## config.mk

```make
export PLATFORM = sky130hd
export DESIGN_NAME = corner_drain_arbiter
export DESIGN_NICKNAME = d
export VERILOG_FILES = /design/src/rtl/corner_drain_arbiter.sv
export SDC_FILE = /design/constraint.sdc
export NUM_CORES = 1
export LEC_CHECK = 0
export ABC_AREA = 1
export BUFFER_PORTS_ARGS = -buffer_cell sky130_fd_sc_hd__buf_2
export CORE_MARGIN = 3
export CORE_UTILIZATION = 54
export CTS_BUF_LIST = sky130_fd_sc_hd__clkbuf_16
export DETAILED_ROUTE_END_ITERATION = 7
export GPL_TIMING_DRIVEN = 0
export PLACE_DENSITY = 0.87
export SETUP_SLACK_MARGIN = 0.15
export SLEW_MARGIN = 40
export SYNTH_ARGS = -nofsm -noshare
export SYNTH_HDL_FRONTEND = slang
export SYNTH_SLANG_ARGS = --single-unit
export TNS_END_PERCENT = 5
```

## constraint.sdc

```tcl
create_clock -name c -period 5.5 [get_ports c]
set_input_delay 0 -clock c [delete_from_list [all_inputs] [get_ports c]]
set_output_delay 0 -clock c [all_outputs]
set_load 0.01 [all_outputs]
```

## src/rtl/corner_drain_arbiter.sv

```systemverilog
// Round-robin drain of N showahead corner FIFOs into one 32-bit corner stream,
// with a per-frame corner cap and one trailer word carrying corner/drop counts per frame.
module corner_drain_arbiter #(
   parameter int unsigned N          = 4,
   parameter logic        CAM_ADDR   = 1'b0,
   parameter int unsigned MAX_QV     = 16383,
   parameter int unsigned DRAIN_WAIT = 8
) (
   input  logic            c,
   input  logic            rst,
   input  logic            en,
   input  logic            fv,
   input  logic [N*32-1:0] lane_q,
   input  logic [N-1:0]    lane_empty,
   output logic [N-1:0]    lane_rd,
   output logic [31:0]     q,
   output logic            qv,
   input  logic            q_rdy,
   output logic [15:0]     qv_cnt,
   output logic [7:0]      drop_cnt
);

   localparam int unsigned PW = (N > 1) ? $clog2(N) : 1;
   localparam int unsigned WW = (DRAIN_WAIT > 0) ? $clog2(DRAIN_WAIT + 1) : 1;

   typedef enum logic [2:0] {
      S_IDLE,
      S_RUN,
      S_DRAIN,
      S_FLUSH,
      S_TRAILER
   } state_e;

   state_e         state_q, state_d;
   logic [PW-1:0]  ptr_q, ptr_d;
   logic [WW-1:0]  wait_q, wait_d;
   logic           pend_q, pend_d;
   logic           fv_q;
   logic [31:0]    q_q, q_d;
   logic           qv_q, qv_d;
   logic [15:0]    qv_cnt_q, qv_cnt_d;
   logic [7:0]     drop_q, drop_d;

   logic [31:0]    lane_w [N];
   logic           fs, fe, slot_free, grant_en, grant, gnt_vld;
   logic [PW-1:0]  gnt_idx;

   for (genvar i = 0; i < N; i++) begin : g_lane
      assign lane_w[i] = lane_q[32*i +: 32];
   end

   assign fs        = fv & ~fv_q;
   assign fe        = ~fv & fv_q;
   assign slot_free = ~qv_q | q_rdy;
   assign grant_en  = slot_free & en &
                      ((state_q == S_RUN) | (state_q == S_DRAIN) | (state_q == S_FLUSH));
   assign grant     = grant_en & gnt_vld;
   assign lane_rd   = grant ? (N'(1) << gnt_idx) : '0;

   // First non-empty lane at or after ptr, wrapping modulo N
   always_comb begin
      int unsigned idx;
      idx     = 0;
      gnt_vld = 1'b0;
      gnt_idx = '0;
      for (int unsigned k = 0; k < N; k++) begin
         idx = (32'(ptr_q) + k) % N;
         if (!gnt_vld && !lane_empty[PW'(idx)]) begin
            gnt_vld = 1'b1;
            gnt_idx = PW'(idx);
         end
      end
   end

   always_comb begin
      state_d  = state_q;
      ptr_d    = ptr_q;
      wait_d   = wait_q;
      pend_d   = pend_q;
      q_d      = q_q;
      qv_d     = qv_q & ~q_rdy;
      qv_cnt_d = qv_cnt_q;
      drop_d   = drop_q;

      if (grant) begin
         ptr_d = (gnt_idx == PW'(N - 1)) ? '0 : gnt_idx + PW'(1);
         if (qv_cnt_q < 16'(MAX_QV)) begin
            // Bits 30:29 are reserved so the trailer marker stays unique
            q_d      = lane_w[gnt_idx] & ~32'h6000_0000;
            qv_d     = 1'b1;
            qv_cnt_d = qv_cnt_q + 16'd1;
         end else if (drop_q != 8'hFF) begin
            drop_d = drop_q + 8'd1;
         end
      end

      case (state_q)
         S_IDLE: begin
            if (en && fs) begin
               state_d  = S_RUN;
               qv_cnt_d = '0;
               drop_d   = '0;
            end
         end
         S_RUN: begin
            if (fe) begin
               state_d = S_DRAIN;
               wait_d  = WW'(DRAIN_WAIT);
            end
         end
         S_DRAIN: begin
            if (fs) pend_d = 1'b1;
            if (wait_q == '0) state_d = S_FLUSH;
            else              wait_d  = wait_q - WW'(1);
         end
         S_FLUSH: begin
            if (fs) pend_d = 1'b1;
            if (&lane_empty && !grant) state_d = S_TRAILER;
         end
         S_TRAILER: begin
            if (fs) pend_d = 1'b1;
            if (slot_free && en) begin
               q_d  = {CAM_ADDR, 2'b11, 5'h00, drop_q, qv_cnt_q};
               qv_d = 1'b1;
               if (pend_q || fs) begin
                  // Next frame already open; if it has also ended, go straight to draining
                  state_d  = fv ? S_RUN : S_DRAIN;
                  wait_d   = WW'(DRAIN_WAIT);
                  qv_cnt_d = '0;
                  drop_d   = '0;
                  pend_d   = 1'b0;
               end else begin
                  state_d = S_IDLE;
               end
            end
         end
         default: state_d = S_IDLE;
      endcase

      if (!en) begin
         state_d = S_IDLE;
         pend_d  = 1'b0;
      end
   end

   always_ff @(posedge c or posedge rst) begin
      if (rst) begin
         state_q  <= S_IDLE;
         ptr_q    <= '0;
         wait_q   <= '0;
         pend_q   <= 1'b0;
         fv_q     <= 1'b0;
         q_q      <= '0;
         qv_q     <= 1'b0;
         qv_cnt_q <= '0;
         drop_q   <= '0;
      end else begin
         state_q  <= state_d;
         ptr_q    <= ptr_d;
         wait_q   <= wait_d;
         pend_q   <= pend_d;
         fv_q     <= fv;
         q_q      <= q_d;
         qv_q     <= qv_d;
         qv_cnt_q <= qv_cnt_d;
         drop_q   <= drop_d;
      end
   end

   assign q        = q_q;
   assign qv       = qv_q;
   assign qv_cnt   = qv_cnt_q;
   assign drop_cnt = drop_q;

endmodule

```

**Word-level counts from Yosys, hierarchy flattened**

Index checks and enable logic that the tools add are counted.

- Register bits after elaboration: 68
- Input port bits: 137
- Output and inout bits: 61
- Logic and storage cells: 134

- Add/sub/neg operators: 7
- Magnitude comparators: 6
- Equal/unequal tests: 16
- Shift operators: 1
- Mux-type cells: 61
- Bitwise logic cells: 14
- Reductions and logical operators: 20

Operators with widths:

| cell | count |
|---|---|
| 32-bit two-way mux | 6 |
| 16-bit two-way mux | 5 |
| 32-bit binary-select mux with 2-bit select | 1 |
| 8-bit two-way mux | 6 |
| 16-bit case mux with 2 select lines | 1 |
| 4-bit two-way mux | 5 |
| 3-bit two-way mux | 6 |
| 16-bit by 1-bit adder with 16-bit output (second input constant) | 1 |
| 16-bit by 14-bit < comparator with 1-bit output (second input constant) | 1 |
| 1-bit two-way mux | 16 |
| 8-bit case mux with 2 select lines | 1 |
| 3-bit case mux with 5 select lines | 1 |
| 2-bit two-way mux | 7 |
| 2-bit by 3-bit < comparator with 1-bit output (second input constant) | 4 |
| 4-bit case mux with 3 select lines | 1 |
| 5-bit AND reduction | 2 |
| 3-bit by 2-bit inequality test with 1-bit output (second input constant) | 3 |
| 3-bit inequality test (second input constant) | 3 |
| 8-bit by 1-bit adder with 8-bit output (second input constant) | 1 |
| 1-bit binary-select mux with 2-bit select | 4 |
| 2-bit inequality test (second input constant) | 4 |
| 8-bit inequality test (second input constant) | 1 |
| 1-bit bitwise AND | 6 |
| 3-bit by 2-bit equality test with 1-bit output (second input constant) | 2 |
| 20 further kinds | 37 |

**Depth between registers and ports, before layout**

- Word-level depth: 20
- Depth in mapped cells: 17
- Gate-level depth less buffers: 15

**Worst setup path before layout**

No wires, ideal clock.

- Path kind: register to register
- Start point: register ptr_q[0]
- End point: register ptr_q[1]
- Setup time: 127 ps
- Arrival: 1731 ps
- Required time: 5373 ps
- Path slack: 3642 ps
- Cell stages (with the launch flop): 15
- Buffers on the path: 2
- Clock period less this slack: 1858 ps
- Cells stage by stage: dfrtp_1 > buf_6 > nand2_1 > nand2_2 > nand2_1 > nand2_2 > nand2_2 > nand2_1 > nand2_2 > nand3_4 > buf_6 > inv_1 > ha_1 > nand2_1 > o21ai_0

- Word-level cells in the longest chain between the ends: 14
- Elaborated cells between the ends (all ways): 31
- Classes of those cells: add/sub: 4; eq/ne: 1; mux: 17; bitwise: 1; reduce/logical: 8

RTL lines:

| element | line | RTL |
|---|---|---|
| start, declared | 35 | `logic [PW-1:0] ptr_q, ptr_d;` |
| start signal, assigned | 159 | `ptr_q <= ptr_d;` |
| 2-bit by 1-bit adder with 2-bit output | 67 | `idx = (32'(ptr_q) + k) % N;` |
| 1-bit binary-select mux with 2-bit select | 68 | `if (!gnt_vld && !lane_empty[PW'(idx)]) begin` |
| 1-bit two-way mux (implied by the code) | 68 |  |
| 1-bit logical NOT | 68 |  |
| 1-bit logical AND | 68 |  |
| 1-bit two-way mux | 68 |  |
| 1-bit logical NOT | 68 |  |
| 1-bit logical AND | 68 |  |
| 1-bit two-way mux | 68 |  |
| 1-bit logical NOT | 68 |  |
| 1-bit logical AND | 68 |  |
| 2-bit two-way mux | 68 |  |
| 2-bit by 1-bit adder with 2-bit output or 2-bit equality test (tied branches) | 86 | `ptr_d = (gnt_idx == PW'(N - 1)) ? '0 : gnt_idx + PW'(1);` |
| 2-bit two-way mux | 86 |  |

Several ways; a longest one is shown, not always the timed one. The select of a mux whose other input is x is not followed.
A chain may end at the register's enable or synchronous reset.

**Final worst setup path**

- Start point: register ptr_q[0]
- End point: output lane_rd[3]

- Word-level cells in the longest chain between the ends: 14
- Elaborated cells between the ends (all ways): 30
- Classes of those cells: add/sub: 3; shift: 1; mux: 17; bitwise: 1; reduce/logical: 8

RTL lines:

| element | line | RTL |
|---|---|---|
| 2-bit by 1-bit adder with 2-bit output | 67 |  |
| 1-bit binary-select mux with 2-bit select | 68 |  |
| 1-bit two-way mux (implied by the code) | 68 |  |
| 1-bit logical NOT | 68 |  |
| 1-bit logical AND | 68 |  |
| 1-bit two-way mux | 68 |  |
| 1-bit logical NOT | 68 |  |
| 1-bit logical AND | 68 |  |
| 1-bit two-way mux | 68 |  |
| 1-bit logical NOT | 68 |  |
| 1-bit logical AND | 68 |  |
| 2-bit two-way mux or 1-bit two-way mux (tied branches) | 68 |  |
| 1-bit by 2-bit << shifter with 4-bit output or 1-bit bitwise AND (tied branches) | 58, 57 |  |
| 4-bit two-way mux (*) | 58 | `assign lane_rd = grant ? (N'(1) << gnt_idx) : '0;` |
| end, declared | 15 | `output logic [N-1:0] lane_rd,` |

Mark *: on every way between the ends. The rest lies on a longest branch, timed or not. The select of a mux whose other input is x is not followed.

==> flow_metrics.py <==
metrics = {
    "global_route": {
        "met3_usage_pct": 9.59,
        "grt-ovfl-total": 0,
        "grt_usage_pct": 31.0,
        "grt_pass1_vias": 5713,
        "top_usage_layer": "met2",
        "antenna_found_initial": 0,
        "globalRouteMet2Util_pct": 54.0,
        "grt_pass1_wl_um": 25900,
        "met1_usage_pct": 36.5,
        "grt_max_degree": 40,
    },
    "yosys": {
        "muxShareOfSynthArea_pct": 0,
        "synth.distinct_cells": 39,
        "yosys.area.top_type_share_pct": 33.3,
        "ys_ff_latch": 68,
        "synthSimpleGateAreaFrac_pct": 37.0,
        "synth_top_family_by_area": "simple AND/OR/NAND/NOR gates",
        "syn_nets": 932,
        "synth_edf_count": 0,
        "ys_top_cells_by_area": "dfrtp_1, nand2_1, inv_1, a21oi_1, nand4_1",
        "synthTopCellsByCount": "nand2_1, inv_1, nor2_1",
        "synth.most_common_cell": "nand2_1",
        "synth.avg_cell_area_um2": 6.49,
        "synthAdderAreaFrac_pct": 1.96,
        "synth_compound_area_share_pct": 13.7,
        "synth_ff_type": "dfrtp_1",
        "ys_warn_count": 0,
        "yosysTopAreaCell": "dfrtp_1",
        "syn_inst": 787,
        "async_flop_share_pct": 100,
        "seq_area_frac_synth_pct": 33.3,
        "synthXorXnorAreaFrac_pct": 0.171,
        "syn_area_um2": 5110,
    },
    "route": {
        "vias_per_cell": 5.33,
        "vias": 5975,
        "firstDrtPassIters": 7,
        "drc": 0,
        "detail_route.iter0.violations": 349,
        "drt-total-wl_um": 16500,
        "wl_per_cell_um": 14.8,
        "postRouteAntennaNets": 0,
    },
    "clock_tree": {
        "cts_buffers": 9,
        "clock_sinks": 68,
        "cts_tree": "done",
        "clk_pin_slew_ns": 0.06,
        "htree_levels": 3,
        "cts_root_buffer": "clkbuf_16",
        "post-cts-setup-buffer-count": 0,
        "insertion_delay_ns": 0.33,
        "cts_max_path_buffers": 2,
    },
    "setup_path": {
        "crit_arrival_ns": 2.38,
        "cp-end-kind": "primary output",
        "crit_path_start_kind": "flip-flop",
        "criticalPathCategory": "reg -> out",
        "required_ns": 5.50,
        "crit_fanout": 10,
    },
    "die": {
        "die-area_um2": 10700,
        "die_w_um": 103,
        "initial_core_util_pct": 56.9,
        "die_h_um": 103,
        "coreArea_um2": 8980,
        "io_pins": 198,
        "rows": 34,
    },
    "sta": {
        "skew_ns": 0.00549,
        "finalSetupTns_ns": 0,
        "finalHoldViolCount": 0,
        "drv_slew": 0,
        "setup_viol": 0,
        "max_slew_margin_pct": 60.6,
        "tightest_slew_ns": 0.591,
        "max_freq_mhz": 420,
        "period_needed_ns": 2.38,
        "fin_crit_sh_pct": 43.3,
        "rsz0062_at_grt": "false",
        "whs_ns": 0.00791,
    },
    "pwr": {
        "leakage_nw": 3.81,
        "power_density_nw_per_um2": 618,
        "finalPower_w": 0.00404,
        "ir_drop_uv": 362,
    },
    "min_path": {
        "hp-class": "in -> reg",
    },
    "run": {
        "maxCapViolations": 0,
    },
    "status": {
        "run_status": "finished clean",
    },
    "place": {
        "gp_congestion": 0.921,
        "port_buffers": 189,
        "hpwl_um": 12900,
    },
    "finish": {
        "n_fill_cell": 798,
        "antennaDiodeCount": 0,
        "layout-drive-gt1-share_pct": 26.6,
        "fin_util_pct": 72.9,
        "nets": 1135,
        "areaGrowthSynthToFinish_pct": 28.0,
    },
}
per-stage QoR:
stage | instance area [um2] | setup WS [ns] | std cells
floorplan | 5110 | 3.64 | 787
global placement | 6210 | 3.02 | 1102
detailed placement | 6240 | 3.23 | 1103
CTS | 6540 | 3.11 | 1121
global route | 6540 | 2.91 | 1121
finish | 6540 | 3.12 | 1121
area by class of cell:
| type | count | area, um2 | area share (%) |
|---|---|---|---|
| clock buffer | 9 | 225 | 3.44 |
| inverter | 119 | 454 | 6.94 |
| multi-input combinational | 558 | 2700 | 41.3 |
| buffer | 42 | 256 | 3.92 |
| clock inverter | 7 | 60.1 | 0.918 |
| sequential | 68 | 1700 | 26.0 |
| tap | 126 | 158 | 2.41 |
| timing repair buffer | 192 | 986 | 15.1 |
worst max-delay path: stages, from the launching register on:
cell     delay (ns)
dfrtp_1        0.37
buf_6          0.14
inv_6          0.09
nand2_1        0.05
nand2_1        0.10
nand2_1        0.08
nand2_2        0.08
nand2_2        0.07
nand3_2        0.11
nand3_4        0.11
buf_6          0.18
inv_1          0.19
ha_1           0.20
inv_1          0.04
nor2_1         0.09
buf_2          0.15
metal layers:
layer | wire [um] | part of all wire, % | up-vias
met5 | 0 | 0 | -
met4 | 366 | 2.2 | 0
met3 | 1570 | 9.5 | 37
met2 | 8040 | 49 | 269
met1 | 6550 | 40 | 2715
li1 | - | - | 2954
final timing paths:
check	from	end	slack, ns	cells after the start
setup / recovery	ptr_q[0]	lane_rd[3]	3.12	15
hold / removal	en	pend_q	0.008	3
setup reg to reg	qv_cnt[0]	q[28]	3.14	10
hold reg to reg	wait_q[3]	wait_q[3]	0.53	2
max in group asynchronous	rst	q[13]	4.76	4
min in group asynchronous	rst	drop_cnt[1]	0.21	3
report_power, final:
part	switching [W]	internal, W
combinational	0.00166	0.000985
sequential	0.000151	0.000689
clock	0.000211	0.000345
total	0.00203	0.00202
state kept, by name (all words and copies together) (netlist names), named ones only:
register / cells
q: 30
qv_cnt: 16
drop_cnt: 8
wait_q: 4
state_q: 3
ptr_q: 2
fv_q: 1
pend_q: 1
qv: 1
layout by cell type (no fill, tap or decap), types with 2 or more instances in the layout:
| cell | instances |
|---|---|
| dfrtp_1 | 68 |
| dlygate4sd3_1 | 2 |
| buf_6 | 9 |
| inv_2 | 7 |
| nand2_1 | 220 |
| o31ai_1 | 3 |
| ha_1 | 8 |
| nor2_1 | 76 |
| nor3_1 | 9 |
| nand2_2 | 7 |
| nand3_1 | 51 |
| a31oi_1 | 2 |
| o21a_1 | 7 |
| buf_2 | 208 |
| nand4_1 | 54 |
| nor2_2 | 2 |
| clkbuf_1 | 12 |
| inv_1 | 112 |
| clkbuf_16 | 9 |
| o21ai_0 | 26 |
| clkinv_2 | 3 |
| o211ai_2 | 6 |
| buf_4 | 2 |
| a21oi_1 | 69 |
| nand3_2 | 2 |
what timing repair did:
item / in CTS / in global routing
hold endpoints to repair: 30 / 0
hold buffers: 2 / 0
gates resized for setup: 0 / 0
cell families (layout without fill, tap and decap cells):
logic type / Yosys count / in the layout
and+or+nand+nor: 428 / 428
buffers and inverters: 161 / 369
AOI/OAI and AO/OA: 121 / 121
DFF: 68 / 68
adders and majority gates: 8 / 8
xor gates and xnor gates: 1 / 1
No activity file was read; power rests on OpenSTA's default activity.
